`src/rtl/regfile_scoreboard.sv`:
```
// Per-register pending-write counters that gate instruction issue on RAW hazards
// and on WAW depth, with optional same-cycle writeback bypass.
module regfile_scoreboard #(
    parameter int NUM_REGS    = 32,
    parameter int NUM_SRC     = 2,
    parameter int NUM_WB      = 2,
    parameter int MAX_PENDING = 3,
    parameter bit WB_BYPASS   = 1'b1
) (
    input  logic                 clk_i,
    input  logic                 reset_i,
    input  logic                 issue_valid_i,
    input  logic                 issue_we_i,
    input  logic [4:0]           issue_rd_i,
    input  logic [NUM_SRC-1:0]   src_check_i,
    input  logic [5*NUM_SRC-1:0] src_addr_i,
    output logic                 issue_ready_o,
    output logic                 hazard_o,
    input  logic [NUM_WB-1:0]    wb_valid_i,
    input  logic [5*NUM_WB-1:0]  wb_rd_i,
    input  logic                 flush_i,
    output logic                 busy_o,
    output logic                 error_o
);
    localparam int CW = $clog2(MAX_PENDING + 1);
    localparam int RW = $clog2(NUM_WB + 1);
    // One spare bit so count arithmetic never wraps before the saturation compare.
    localparam int KW = ((CW > RW) ? CW : RW) + 1;

    // Handshake: an instruction is accepted in the cycle where issue_valid_i && issue_ready_o;
    // issue_ready_o is combinational and never depends on issue_valid_i.
    logic [CW-1:0] cnt [NUM_REGS];
    logic [KW-1:0] ret [NUM_REGS];
    logic [KW-1:0] dec [NUM_REGS];
    logic [KW-1:0] nxt [NUM_REGS];
    logic [CW-1:0] eff [NUM_REGS];
    logic          under;
    logic          waw_full;
    logic          fire;

    always_comb begin
        under = 1'b0;
        for (int r = 0; r < NUM_REGS; r++) begin
            ret[r] = '0;
            for (int j = 0; j < NUM_WB; j++) begin
                if (r != 0 && wb_valid_i[j] && wb_rd_i[5*j +: 5] == 5'(r))
                    ret[r] = ret[r] + KW'(1);
            end
            dec[r] = (ret[r] > KW'(cnt[r])) ? KW'(cnt[r]) : ret[r];
            if (ret[r] > KW'(cnt[r]))
                under = 1'b1;
            eff[r] = WB_BYPASS ? CW'(KW'(cnt[r]) - dec[r]) : cnt[r];
        end
    end

    always_comb begin
        hazard_o = 1'b0;
        for (int i = 0; i < NUM_SRC; i++) begin
            if (src_check_i[i] && src_addr_i[5*i +: 5] != 5'd0 &&
                eff[src_addr_i[5*i +: 5]] != '0)
                hazard_o = 1'b1;
        end
    end

    assign waw_full      = issue_we_i && issue_rd_i != 5'd0 &&
                           eff[issue_rd_i] == CW'(MAX_PENDING);
    assign issue_ready_o = !hazard_o && !waw_full && !flush_i;
    assign fire          = issue_valid_i && issue_ready_o && issue_we_i && issue_rd_i != 5'd0;

    always_comb begin
        for (int r = 0; r < NUM_REGS; r++)
            nxt[r] = KW'(cnt[r]) - dec[r] + KW'(fire && issue_rd_i == 5'(r));
    end

    always_comb begin
        busy_o = 1'b0;
        for (int r = 0; r < NUM_REGS; r++)
            if (cnt[r] != '0)
                busy_o = 1'b1;
    end

    // Flush discards same-cycle issue and retire; error_o survives everything but reset.
    always_ff @(posedge clk_i or posedge reset_i) begin
        if (reset_i) begin
            for (int r = 0; r < NUM_REGS; r++)
                cnt[r] <= '0;
            error_o <= 1'b0;
        end else if (flush_i) begin
            for (int r = 0; r < NUM_REGS; r++)
                cnt[r] <= '0;
        end else begin
            for (int r = 0; r < NUM_REGS; r++)
                cnt[r] <= (r == 0) ? '0 : CW'(nxt[r]);
            if (under)
                error_o <= 1'b1;
        end
    end

    no_overflow_a: assert property (@(posedge clk_i) disable iff (reset_i)
        !(fire && !flush_i && nxt[issue_rd_i] > KW'(MAX_PENDING)));

endmodule

```
`config.mk`:
```
export PLATFORM = sky130hd
export DESIGN_NAME = regfile_scoreboard
export DESIGN_NICKNAME = d
export VERILOG_FILES = /design/src/rtl/regfile_scoreboard.sv
export SDC_FILE = /design/constraint.sdc
export NUM_CORES = 1
export LEC_CHECK = 0
export ABC_CLOCK_PERIOD_IN_PS = 3590
export BUFFER_PORTS_ARGS = -buffer_cell sky130_fd_sc_hd__buf_2
export CAP_MARGIN = 20
export CORE_ASPECT_RATIO = 0.8
export CORE_MARGIN = 8
export CORE_UTILIZATION = 30
export DETAILED_ROUTE_END_ITERATION = 10
export GPL_ROUTABILITY_DRIVEN = 0
export PLACE_DENSITY = 0.54
export SLEW_MARGIN = 20
export SYNTH_ARGS = -nofsm -noshare
export SYNTH_HDL_FRONTEND = slang
export SYNTH_SLANG_ARGS = --single-unit
```
`constraint.sdc`:
```
create_clock -name clk_i -period 3.59 [get_ports clk_i]
set_input_delay 0.1795 -clock clk_i [delete_from_list [all_inputs] [get_ports clk_i]]
set_output_delay 0.1795 -clock clk_i [all_outputs]
set_load 0.02 [all_outputs]
```
**Word level (Yosys, flattened, before mapping)**

Index checks and enable logic that the tools add are counted.
W data, S select, Z words.

- Add/sub/neg operators: 93
- $lt $le $gt $ge: 34
- Equality and inequality tests: 94
- Multiplexer cells: 168
- Bitwise gates (word level): 4
- Reduce and logical (&&, ||, !) cells: 145

Operators by type and width:

| operator | number |
|---|---|
| $eq A5 B5 Y1 const B | 48 |
| $eq A5 B4 Y1 const B | 24 |
| $logic_and A1 B1 Y1 | 104 |
| $mux W1 | 96 |
| $gt A3 B2 Y1 | 30 |
| $add A3 B1 Y3 const B | 29 |
| $mux W3 | 29 |
| $mux W2 | 39 |
| $reduce_bool A2 Y1 | 34 |
| $add A2 B1 Y2 | 31 |
| $mux W62 | 1 |
| $sub A2 B2 Y2 | 31 |
| $eq A5 B3 Y1 const B | 12 |
| $bmux W2 S5 | 3 |
| $eq A5 B2 Y1 const B | 6 |
| $ge A6 B6 Y1 const B | 3 |
| $not A5 Y6 | 3 |
| $eq A5 B1 Y1 const B | 3 |
| $reduce_bool A5 Y1 | 3 |
| $add A1 B1 Y2 const B | 2 |
| $logic_not A1 Y1 | 3 |
| $eq A2 B2 Y1 const B | 1 |
| $gt A2 B2 Y1 | 1 |
| $reduce_and A2 Y1 | 1 |
| $not A1 Y1 | 1 |

- Register bits after elaboration: 65
- Output and inout port bits: 4
- Logic and storage cells: 571

**Logic depth before layout (Yosys ltp)**

- Depth in word-level cells: 38
- Mapped depth: 23
- Mapped depth without buffers: 22

**Worst setup path before layout**

No wires, ideal clock.

- Path kind: in2reg
- Start: in wb_rd_i[6]
- End: reg cnt[26] (netlist bit)
- Arrival: 3.793 ns
- Required time: 3.458 ns
- Path slack: -0.335 ns
- Cell stages on the path: 19
- Cell sequence: or2_2 > clkbuf_1 > nor2_1 > ha_1 > inv_1 > ha_1 > a21oi_1 > o21ai_0 > ha_1 > xnor2_2 > nand2_1 > mux4_2 > a211o_1 > nand4_1 > o221ai_2 > buf_6 > nor4_2 > ha_1 > nor2b_1

- Word-level cells in the longest chain between the ends: 22

RTL lines:

| element | RTL line | source |
|---|---|---|
| from (decl) | 20 | `input logic [5*NUM_WB-1:0] wb_rd_i,` |
| $eq A5 B5 Y1, or another cell as far along | 46 | `if (r != 0 && wb_valid_i[j] && wb_rd_i[5*j +: 5] == 5'(r))` |
| $logic_and A1 B1 Y1 | 46 |  |
| $mux W3 or $mux W2 (tied branches) | 46 |  |
| $gt A3 B2 Y1 or $gt A2 B2 Y1 (tied branches) | 49 | `dec[r] = (ret[r] > KW'(cnt[r])) ? KW'(cnt[r]) : ret[r];` |
| $mux W2 | 49 |  |
| $sub A2 B2 Y2 (on tied branches) | 52, 72 |  |
| $bmux W2 S5 | 60 | `eff[src_addr_i[5*i +: 5]] != '0)` |
| $mux W2 (not written as such) (2 in a row) | 60 |  |
| $reduce_bool A2 Y1 | 60 |  |
| $logic_and A1 B1 Y1 | 59 | `if (src_check_i[i] && src_addr_i[5*i +: 5] != 5'd0 &&` |
| $mux W1 (2 in a row) | 59 |  |
| $logic_not A1 Y1 | 67 | `assign issue_ready_o = !hazard_o && !waw_full && !flush_i;` |
| $logic_and A1 B1 Y1 (2 in a row) | 67 |  |
| $logic_and A1 B1 Y1 (3 in a row) | 68 | `assign fire = issue_valid_i && issue_ready_o && issue_we_i && issue_rd_i != 5'd0;` |
| $logic_and A1 B1 Y1 | 72 | `nxt[r] = KW'(cnt[r]) - dec[r] + KW'(fire && issue_rd_i == 5'(r));` |
| $add A2 B1 Y2 * | 72 |  |
| $mux W62 * | 88 | `end else if (flush_i) begin` |
| to (signal, indexed assignment) | 93 | `cnt[r] <= (r == 0) ? '0 : CW'(nxt[r]);` |
| to (decl) | 32 | `logic [CW-1:0] cnt [NUM_REGS];` |

Every way passes the cells marked *; elsewhere a longest branch is shown, timed or not. The select of a mux whose other input is x is not followed.
A chain may end at the register's enable or synchronous reset.

**Worst setup path after layout**

- Start: in wb_rd_i[4]
- End: out issue_ready_o

- Word-level cells in the longest chain between the ends: 18

RTL lines:

| element | RTL line | source |
|---|---|---|
| $eq A5 B5 Y1, or another cell as far along | 46 |  |
| $logic_and A1 B1 Y1 | 46 |  |
| $mux W1 | 46 |  |
| $add A3 B1 Y3 or $add A1 B1 Y2 (tied branches) | 47 | `ret[r] = ret[r] + KW'(1);` |
| $mux W3 or $mux W2 (tied branches) | 46 |  |
| $gt A3 B2 Y1 or $gt A2 B2 Y1 (tied branches) | 49 |  |
| $mux W2 | 49 |  |
| $sub A2 B2 Y2 | 52 | `eff[r] = WB_BYPASS ? CW'(KW'(cnt[r]) - dec[r]) : cnt[r];` |
| $bmux W2 S5 | 60 |  |
| $mux W2 (not written as such) (2 in a row) | 60 |  |
| $reduce_bool A2 Y1 | 60 |  |
| $logic_and A1 B1 Y1 | 59 |  |
| $mux W1 (2 in a row) | 59 |  |
| $logic_not A1 Y1 | 67 |  |
| $logic_and A1 B1 Y1 * (2 in a row) | 67 |  |
| to (decl) | 17 | `output logic issue_ready_o,` |

Marked as above.

==> results.json <==
{
  "synth_warnings": 0,
  "synth_enable_flop_cells": 0,
  "slowest_stage": "mux4_2",
  "cap_viol_max_count": 0,
  "path_clk_slew_ns": 0.05,
  "io_pins": 38,
  "critPathTopFamily": "buffers and inverters",
  "die_y_um": 173,
  "async_flop_share_pct": 100,
  "synth_cell_types": 63,
  "busiest_layer": "met2",
  "diodes": 0,
  "layout_common_cells": "buf_4, inv_1, ha_1, nor2_1, dfrtp_1",
  "drive_above_1_share_pct": 48.9,
  "grt_pass1_wl_mm": 59.8,
  "worst_ep_required_time_ns": 3.41,
  "cp_data_arrival_time_ns": 4.08,
  "finalCriticalPeriod_ns": 4.26,
  "htreeDepth": 3,
  "cts_buffers": 9,
  "synth_fp_nets": 1400,
  "comb_power_share_pct": 78.1,
  "path_class": "primary input to output pin",
  "syn_avg_cell_area_um2": 7.80,
  "netlist_instances": 1180,
  "drt-total-wl_mm": 40.5,
  "instances_no_fill": 2003,
  "p_leak_nw": 6.79,
  "clockBufferDepth": 2,
  "tritoncts": "done",
  "slowest_delay_ns": 0.51,
  "syn_area_um2": 9200,
  "grt.total_usage_pct": 21.2,
  "drtAntennaViolNets": 0,
  "die_x_um": 212,
  "root_buffer": "clkbuf_16",
  "total_power_mw": 8.88,
  "firstDrtPassIters": 6,
  "dp_hpwl_mm": 30.0,
  "grt_util_met1_pct": 28.2,
  "p_int_mw": 4.89,
  "tightest_slew_ns": 1.20,
  "n_fill_cell": 2770,
  "first_global_vias": 10400,
  "antenna_found_initial": 2,
  "violations": "negative setup slack",
  "stdcell_area_um2": 15400,
  "finalHoldViolCount": 0,
  "cp-start-kind": "primary input",
  "fin_util_pct": 51.0,
  "layout_commonest_cell": "buf_4",
  "hold_slack_ns": 0.386,
  "setup_tns_ns": -36.03,
  "initial_utilization_pct": 30.4,
  "clk_latency_ns": 0.35,
  "critPathLaunch": "wb_rd_i[4]",
  "status": "complete, but fails checks",
  "post-route-period-util_pct": 119,
  "rsz0062_at_grt": "yes",
  "nNetsFinal": 1807,
  "max_freq_mhz": 235,
  "min_path_type": "primary input to flip-flop",
  "cts.sinks": 63,
  "grt_max_degree": 70,
  "wl_per_cell_um": 20.2,
  "maxSlewHeadroom_pct": 19.6,
  "syn_to_final_growth_pct": 67.8,
  "dp_cells": 1903,
  "dpl_cell_area_um2": 12500,
  "p_sw_mw": 3.99,
  "grt_util_met3_pct": 7.75,
  "drt-initial-drc-count": 1058,
  "portBuffers": 37,
  "r2r-start": "cnt[37]",
  "switching_share_pct": 45.0,
  "ys_seq_area_share_pct": 17.1,
  "cp_max_fo": 5,
  "seqPwrFrac_pct": 11.8,
  "power_frac_clock_pct": 10.0,
  "crit_buf_inv": 8,
  "report.final.setup_viol": 64,
  "crit_path_end_kind": "output pin",
  "overflow": 0,
  "pre_cts_ws_ns": -1.41,
  "ys_ff_latch": 63,
  "grt.met2_usage_pct": 31.7,
  "ir_drop_v": 0.000266,
  "die_area_um2": 36600,
  "drcViolationCount": 0,
  "min-delay-start": "flush_i",
  "maxSlewViolCount": 0,
  "coreArea_um2": 30200,
  "vias": 10500,
  "synth_ff_type": "dfrtp_1",
  "setup_slack_ns": -0.672,
  "fin_skew_ns": 0.0109,
  "power_density_nw_per_um2": 575,
  "viasPerCell": 5.26,
  "row_count": 57,
  "cpMostUsedCell": "buf_6"
}
cell type report:
cell class                 instances  area (um^2)  area share [%]
clock buffer                      14          284            1.84
timing repair buffer             437         3550            23.0
sequential                        63         1580            10.2
tap                              413          517            3.35
inverter                         183          702            4.55
multi-input combinational        893         8810            57.1
sequential cells by signal (all words and copies together) (netlist names):
name     cells
cnt         62
error_o      1
kinds of logic after synthesis:
kind of cell | share of synthesized area [%]
AO/OA/AOI/OAI | 14.3
XOR/XNOR | 6.52
adder cells (fa/ha/maj) | 25.3
buffers and inverters | 9.92
flip-flops | 17.1
multiplexers | 2.08
AND/OR/NAND/NOR | 24.8
routing by layer:
metal,vias to the layer above,wire length (um)
met3,93,4460
met4,4,1080
li1,4913,-
met2,459,17500
met5,-,22
met1,5073,17400
Yosys cell counts, types with 22 or more instances:
cell type,number,share of area [%]
a21oi_1,63,3.4
dfrtp_1,63,17
ha_1,186,25
inv_1,181,7.4
nand2_1,70,2.9
nand3_1,27,1.5
nor2_1,143,5.8
nor2b_1,52,3.5
nor4_1,24,1.6
nor4_2,22,3.0
o21ai_0,35,1.9
xnor2_1,30,2.9
xor2_1,31,3.0
path summary, 6_finish.rpt:
check,endpoint,slack (ns),depth (start not counted)
max,issue_ready_o,-0.67,25
min,cnt[17],0.39,2
max reg2reg,cnt[13],-0.59,21
min reg2reg,error_o,0.50,1
max in group asynchronous,cnt[58],2.05,4
min in group asynchronous,cnt[15],0.51,3
power by group through the flow:
stage	registers, mW	logic (mW)	clock network [mW]
after floorplan	1.03	2.71	0
after global placement	1.04	5.22	0
after detailed placement	1.04	5.27	0
after CTS	1.04	6.35	0.908
after global routing	1.07	7.39	0.926
final	1.05	6.94	0.891
what timing repair did:
action,4_1_cts,5_1_grt
setup buffers,67,29
cloned,2,0
resized for setup,295,110
hold buffers,1,0
pin swaps,95,86
setup endpoints to repair,64,65
endpoints found under the hold margin,27,0
No activity file was read; power rests on OpenSTA's default activity.
